[src/rtl/stroke_painter.sv]
// Stroke painter: paints a filled disc of the latched brush radius around each
// incoming control point and streams canvas-clipped pixel writes with backpressure.
module stroke_painter #(
    parameter int MAX_R = 8,
    parameter int IMG_W = 640,
    parameter int IMG_H = 480
) (
    input  logic        i_clk,
    input  logic        i_rst,
    input  logic        i_start,
    input  logic [3:0]  i_R,
    input  logic [23:0] i_color,
    input  logic        i_pt_valid,
    output logic        o_pt_ready,
    input  logic [9:0]  i_pt_x,
    input  logic [9:0]  i_pt_y,
    input  logic        i_pt_last,
    output logic        o_wr_en,
    output logic [9:0]  o_wr_x,
    output logic [9:0]  o_wr_y,
    output logic [23:0] o_wr_data,
    input  logic        i_wr_ready,
    output logic        o_busy,
    output logic        o_done
);
    // state   | meaning
    // IDLE    | waiting for i_start
    // WAIT_PT | ready to accept the next control point
    // SCAN    | stepping disc candidates, one per advance
    // DONE    | one-cycle completion pulse
    typedef enum logic [1:0] {IDLE, WAIT_PT, SCAN, DONE} state_t;

    localparam logic [3:0]  MAX_R_L = 4'(MAX_R);
    localparam logic [10:0] W_LIM   = 11'(IMG_W);
    localparam logic [10:0] H_LIM   = 11'(IMG_H);

    state_t            state;
    logic [3:0]        rl;
    logic [9:0]        cx, cy;
    logic              last;
    logic signed [4:0] dx, dy;

    logic signed [4:0] rl_s, neg_rl, nxt_dx, nxt_dy, c_dx, c_dy;
    logic [9:0]        c_cx, c_cy;
    logic [3:0]        mag_x, mag_y;
    logic [7:0]        dist2, r2;
    logic [11:0]       px, py;
    logic              scan_end, advance, c_en;

    // The next candidate is evaluated ahead of time so the write outputs can be registered.
    always_comb begin
        rl_s     = $signed({1'b0, rl});
        neg_rl   = -rl_s;
        scan_end = (dx == rl_s) && (dy == rl_s);
        advance  = !o_wr_en || i_wr_ready;
        if (dx == rl_s) begin
            nxt_dx = neg_rl;
            nxt_dy = dy + 5'sd1;
        end else begin
            nxt_dx = dx + 5'sd1;
            nxt_dy = dy;
        end
        if (state == WAIT_PT) begin
            c_cx = i_pt_x;
            c_cy = i_pt_y;
            c_dx = neg_rl;
            c_dy = neg_rl;
        end else begin
            c_cx = cx;
            c_cy = cy;
            c_dx = nxt_dx;
            c_dy = nxt_dy;
        end
        mag_x = c_dx[4] ? 4'(-c_dx) : c_dx[3:0];
        mag_y = c_dy[4] ? 4'(-c_dy) : c_dy[3:0];
        dist2 = {4'd0, mag_x} * {4'd0, mag_x} + {4'd0, mag_y} * {4'd0, mag_y};
        r2    = {4'd0, rl} * {4'd0, rl};
        px    = {2'b00, c_cx} + {{7{c_dx[4]}}, c_dx};
        py    = {2'b00, c_cy} + {{7{c_dy[4]}}, c_dy};
        // Bit 11 set means the offset took the coordinate below zero.
        c_en  = (dist2 <= r2) && !px[11] && (px[10:0] < W_LIM)
                              && !py[11] && (py[10:0] < H_LIM);
    end

    always_ff @(posedge i_clk) begin
        if (i_rst) begin
            state      <= IDLE;
            rl         <= '0;
            cx         <= '0;
            cy         <= '0;
            last       <= 1'b0;
            dx         <= '0;
            dy         <= '0;
            o_pt_ready <= 1'b0;
            o_wr_en    <= 1'b0;
            o_wr_x     <= '0;
            o_wr_y     <= '0;
            o_wr_data  <= '0;
            o_busy     <= 1'b0;
            o_done     <= 1'b0;
        end else begin
            o_done <= 1'b0;
            case (state)
                IDLE: begin
                    if (i_start) begin
                        rl         <= (i_R > MAX_R_L) ? MAX_R_L : i_R;
                        o_wr_data  <= i_color;
                        o_busy     <= 1'b1;
                        o_pt_ready <= 1'b1;
                        state      <= WAIT_PT;
                    end
                end
                WAIT_PT: begin
                    if (i_pt_valid) begin
                        cx         <= i_pt_x;
                        cy         <= i_pt_y;
                        last       <= i_pt_last;
                        dx         <= neg_rl;
                        dy         <= neg_rl;
                        o_pt_ready <= 1'b0;
                        o_wr_en    <= c_en;
                        o_wr_x     <= px[9:0];
                        o_wr_y     <= py[9:0];
                        state      <= SCAN;
                    end
                end
                SCAN: begin
                    if (advance) begin
                        if (scan_end) begin
                            o_wr_en <= 1'b0;
                            if (last) begin
                                o_done <= 1'b1;
                                state  <= DONE;
                            end else begin
                                o_pt_ready <= 1'b1;
                                state      <= WAIT_PT;
                            end
                        end else begin
                            dx      <= nxt_dx;
                            dy      <= nxt_dy;
                            o_wr_en <= c_en;
                            o_wr_x  <= px[9:0];
                            o_wr_y  <= py[9:0];
                        end
                    end
                end
                DONE: begin
                    o_busy <= 1'b0;
                    state  <= IDLE;
                end
                default: state <= IDLE;
            endcase
        end
    end
endmodule

[config.mk]
export PLATFORM = sky130hd
export DESIGN_NAME = stroke_painter
export DESIGN_NICKNAME = d
export VERILOG_FILES = /design/src/rtl/stroke_painter.sv
export SDC_FILE = /design/constraint.sdc
export NUM_CORES = 1
export LEC_CHECK = 0
export ABC_CLOCK_PERIOD_IN_PS = 10300
export BUFFER_PORTS_ARGS = -buffer_cell sky130_fd_sc_hd__buf_2
export CORE_MARGIN = 8
export CORE_UTILIZATION = 29
export CTS_BUF_LIST = sky130_fd_sc_hd__clkbuf_16
export CTS_CLUSTER_SIZE = 12
export DETAILED_ROUTE_END_ITERATION = 8
export SLEW_MARGIN = 5
export SYNTH_ARGS = -nofsm -noshare
export SYNTH_HDL_FRONTEND = slang
export SYNTH_SLANG_ARGS = --single-unit
export TNS_END_PERCENT = 5
[constraint.sdc]
create_clock -name i_clk -period 10.3 [get_ports i_clk]
set_input_delay 0.515 -clock i_clk [delete_from_list [all_inputs] [get_ports i_clk]]
set_output_delay 0.515 -clock i_clk [all_outputs]
set_load 0.005 [all_outputs]
==> impl_metrics.csv <==
group,metric,value,unit
flow_run,drv.max_cap_violation_count,0,
sta,finalClockSkew,0.00705,ns
grt,grt.busiest_layer,"met2",
grt,grt_start_max_net_pins,81,
sta,rsz0062_at_grt,"false",
worst_setup_path,required,10.59,ns
route,drcViolationCount,0,
pwr,p_int,841,uW
worst_setup_path,worst_path_most_repeated_cell,"sky130_fd_sc_hd__fa_1",
synthesis,postSynth.topFlopCell,"sky130_fd_sc_hd__dfxtp_1",
clock_network,cts_htree_levels,3,
clock_network,clock_tree.buffer_depth,2,
pwr,power_switching,590,uW
clock_network,cts_setup_buffers,0,
route,post_drt_wl_per_cell,14.8,um
worst_setup_path,cp-end-kind,"flop",
grt,first_global_vias,5689,
finish,fillCellCount,2183,
clock_network,tritoncts_clock_tree,"done",
finish,number_of_antenna_repair_diodes,0,
worst_setup_path,timing.reg2reg.setup_slack,1.72,ns
placed_design,preCtsSetupSlack,1.82,ns
pwr,leakage,0.00333,uW
synthesis,ys_async_sr_fraction,0,
clock_network,clock_pin_transition_on_the_worst_setup_and_hold_timing_paths,0.07,ns
sta,report.final.setup_viol,0,
finish,post-route-cell-area,0.00719,sq mm
route,detailroute.via_count,5828,
grt,grt_util_met2,0.226,
clock_network,cts_buffers,9,
clock_network,clkLatencyLatePin,0.34,ns
placed_design,io_buffers,101,
floorplanning,ios,102,
worst_setup_path,path_class,"flop to flop",
grt,grt_antenna_before_repair,0,
worst_setup_path,critPathLaunchType,"flop",
synthesis,mappedNetlistNets,943,
pwr,total_power,1430,uW
floorplanning,horizontal_die_dimension,162,um
sta,fin_crit_sh,0.833,
route,iteration_0_drc_markers,242,
synthesis,synthesis_stage_register_bit_count,85,
route,postRouteAntennaNets,0,
placed_design,place_area,0.00693,sq mm
synthesis,synthSimpleGateAreaFrac,0.255,
floorplanning,placeableCoreArea,0.0210,sq mm
pwr,power.share.clock,0.208,
synthesis,post_synth_instance_area,0.00622,sq mm
clock_network,post_cts_hold_buffer_count,0,
sta,setup_slack,1.72,ns
synthesis,synthesized_area_fraction_occupied_by_adder_cells,0.156,
pwr,share_comb_of_total_power,0.529,
pwr,ir_drop,101,uV
worst_setup_path,worstPathMaxFanout,13,
floorplanning,die_area,0.0264,sq mm
clock_network,clock_sinks,85,
placed_design,place.gp.congestion,0.880,
grt,globalRouteMet3Util,0.0238,
floorplanning,die_h,162,um
clock_network,cts_root_buffer,"sky130_fd_sc_hd__clkbuf_16",
placed_design,post-dp-hpwl,12.9,mm
pwr,netSwitchingFraction,0.412,
clock_network,cts_resized,0,
synthesis,ys_warn_count,0,
sta,timing.setup.tns,0,ns
floorplanning,rows,53,
sta,final.min_clock_period,8.58,ns
outcome,run_status,"finished, final reports clean",
pwr,p_seq_frac,0.263,
synthesis,synth_instances,820,
synthesis,post_synth_mux_area_share,0.00865,
finish,final_core_utilization,0.342,
worst_setup_path,slowest_stage_cell_cp,"sky130_fd_sc_hd__or4b_2",
worst_setup_path,critical-path-max-stage-delay,0.65,ns
sta,fin_hold_viols,0,
grt,global_route.usage.total,0.131,
sta,timing_worst_slew_pin_value,1.13,ns
min_path,hold_path.class,"primary input to flop",
sta,slew_headroom,0.246,
grt,grt_overflow,0,
synthesis,synth_cell_type_count,66,
finish,syn_to_final_growth,15.7,%
pwr,power_density,199,mW/mm^2
synthesis,synth_xor_area_frac,0.0451,
synthesis,synth-seq-area-share,0.274,
synthesis,largest_family_of_logic_cells_by_synthesized_area,"simple AND/OR/NAND/NOR gates",
grt,grtUsageMet1,0.160,
floorplanning,start_util,0.296,
finish,nNetsFinal,1020,
route,wirelength,17.4,mm
route,detail_route.vias_per_cell,4.95,
worst_setup_path,worstPathArrival,8.87,ns
synthesis,number_of_enable_flip_flop_cells_after_synthesis,0,
sta,final-max-slew-violation-count,0,
sta,max_freq,0.117,GHz
synthesis,post_synth.cell_area_avg,7.58,sq um
synthesis,synth-compound-area-share,0.203,
grt,grt_pass1_wl,28.7,mm
finish,drive_above_1_share,0.157,
route,drt_pass1_iterations,4,
-- layout by cell type (no fill, tap or decap), drive strengths merged, types with 9 or more instances in the layout --
cell	instances
nand2b	9
a21oi	96
inv	52
fa	14
buf	106
clkbuf	9
a21o	15
xnor2	18
dfxtp	85
a31oi	10
o21ai	26
xor2	14
nor4	12
nand3	10
nor2b	9
nor2	43
nand2	205
ha	55
nor3	11
a211oi	12
-- synthesized netlist by cell type (4+ instances only) --
library cell                 n  area share
sky130_fd_sc_hd__a21o_1     15       0.018
sky130_fd_sc_hd__a21oi_1    96       0.077
sky130_fd_sc_hd__o21a_1      7      0.0085
sky130_fd_sc_hd__xnor2_1    18       0.025
sky130_fd_sc_hd__ha_1       55        0.11
sky130_fd_sc_hd__nand2_1   205        0.12
sky130_fd_sc_hd__nor2_1     43       0.026
sky130_fd_sc_hd__o21ai_0    25       0.020
sky130_fd_sc_hd__nor4_1     10       0.010
sky130_fd_sc_hd__a211oi_1   12       0.014
sky130_fd_sc_hd__nand3b_1    5      0.0060
sky130_fd_sc_hd__clkbuf_1   29       0.018
sky130_fd_sc_hd__a31oi_1     8      0.0081
sky130_fd_sc_hd__nand2b_1    9      0.0091
sky130_fd_sc_hd__o21bai_1    4      0.0048
sky130_fd_sc_hd__and3_1      4      0.0040
sky130_fd_sc_hd__xor2_1     14       0.020
sky130_fd_sc_hd__buf_2       7      0.0056
sky130_fd_sc_hd__o211ai_1    7      0.0085
sky130_fd_sc_hd__dfxtp_1    85        0.27
sky130_fd_sc_hd__and2_1      8      0.0081
sky130_fd_sc_hd__inv_1      45       0.027
sky130_fd_sc_hd__nor3_1      7      0.0056
sky130_fd_sc_hd__fa_1       14       0.045
sky130_fd_sc_hd__and2b_1     4      0.0048
sky130_fd_sc_hd__nor2b_1     8      0.0081
sky130_fd_sc_hd__or3_1       5      0.0050
sky130_fd_sc_hd__nand3_1    10      0.0081
-- kinds of logic after synthesis --
logic type	Yosys count
flip-flops	85
XOR/XNOR	32
AND/OR/NAND/NOR	340
buffers and inverters	88
multiplexers	5
AO/OA/AOI/OAI	201
adder cells (fa/ha/maj)	69
-- layout make-up --
cell class / instances / area, sq um / share of cell area
clock inverter: 7 / 37.5 / 0.00522
inverter: 48 / 183 / 0.0254
tap: 275 / 344 / 0.0478
sequential: 85 / 1700 / 0.237
clock buffer: 9 / 225 / 0.0313
timing repair buffer: 106 / 543 / 0.0755
multi-input combinational: 647 / 4160 / 0.578
-- power groups by stage --
stage	Sequential, uW	Combinational (uW)	Clock, uW
2_1_floorplan	377	585	0
5_1_grt	379	890	318
3_3_place_gp	382	767	0
4_1_cts	375	771	310
3_5_place_dp	383	764	0
6_report	376	758	297
-- worst max-delay path, delay by kind of cell (launching register included) --
| kind | cells | cell delay [ns] |
|---|---|---|
| compound gates | 8 | 2.01 |
| xor+xnor | 1 | 0.11 |
| mux | 1 | 0.28 |
| fa+ha+maj | 8 | 3.10 |
| simple gates | 9 | 2.08 |
| flops | 1 | 0.61 |
| buf+inv | 3 | 0.33 |
-- through the flow --
step | hold slack, ns | instances
floorplan | 0.437 | 820
global placement | 0.439 | 1161
detailed placement | 0.443 | 1161
CTS | 0.385 | 1177
global route | 0.393 | 1177
finish | 0.404 | 1177
-- state kept, by name, indices dropped and copies added (netlist names), 2 cells and up --
signal	count
dx	5
state	2
cy	10
rl	4
dy	5
o_wr_x	10
cx	10
o_wr_data	24
o_wr_y	10
-- path summary, 6_finish.rpt --
path,start,to,cells past startpoint
worst min register to register,o_wr_data[3],o_wr_data[3],2
worst min-delay path,i_color[0],o_wr_data[0],3
worst max-delay path,rl[0],o_wr_en,30
worst max register to register,rl[0],o_wr_en,30
-- layer usage --
metal,vias to the layer above,share of wire
met3,23,0.048
li1,2966,-
met4,0,0.022
met2,127,0.49
met1,2712,0.44
met5,-,0
Power figures use the tool's default switching activity.
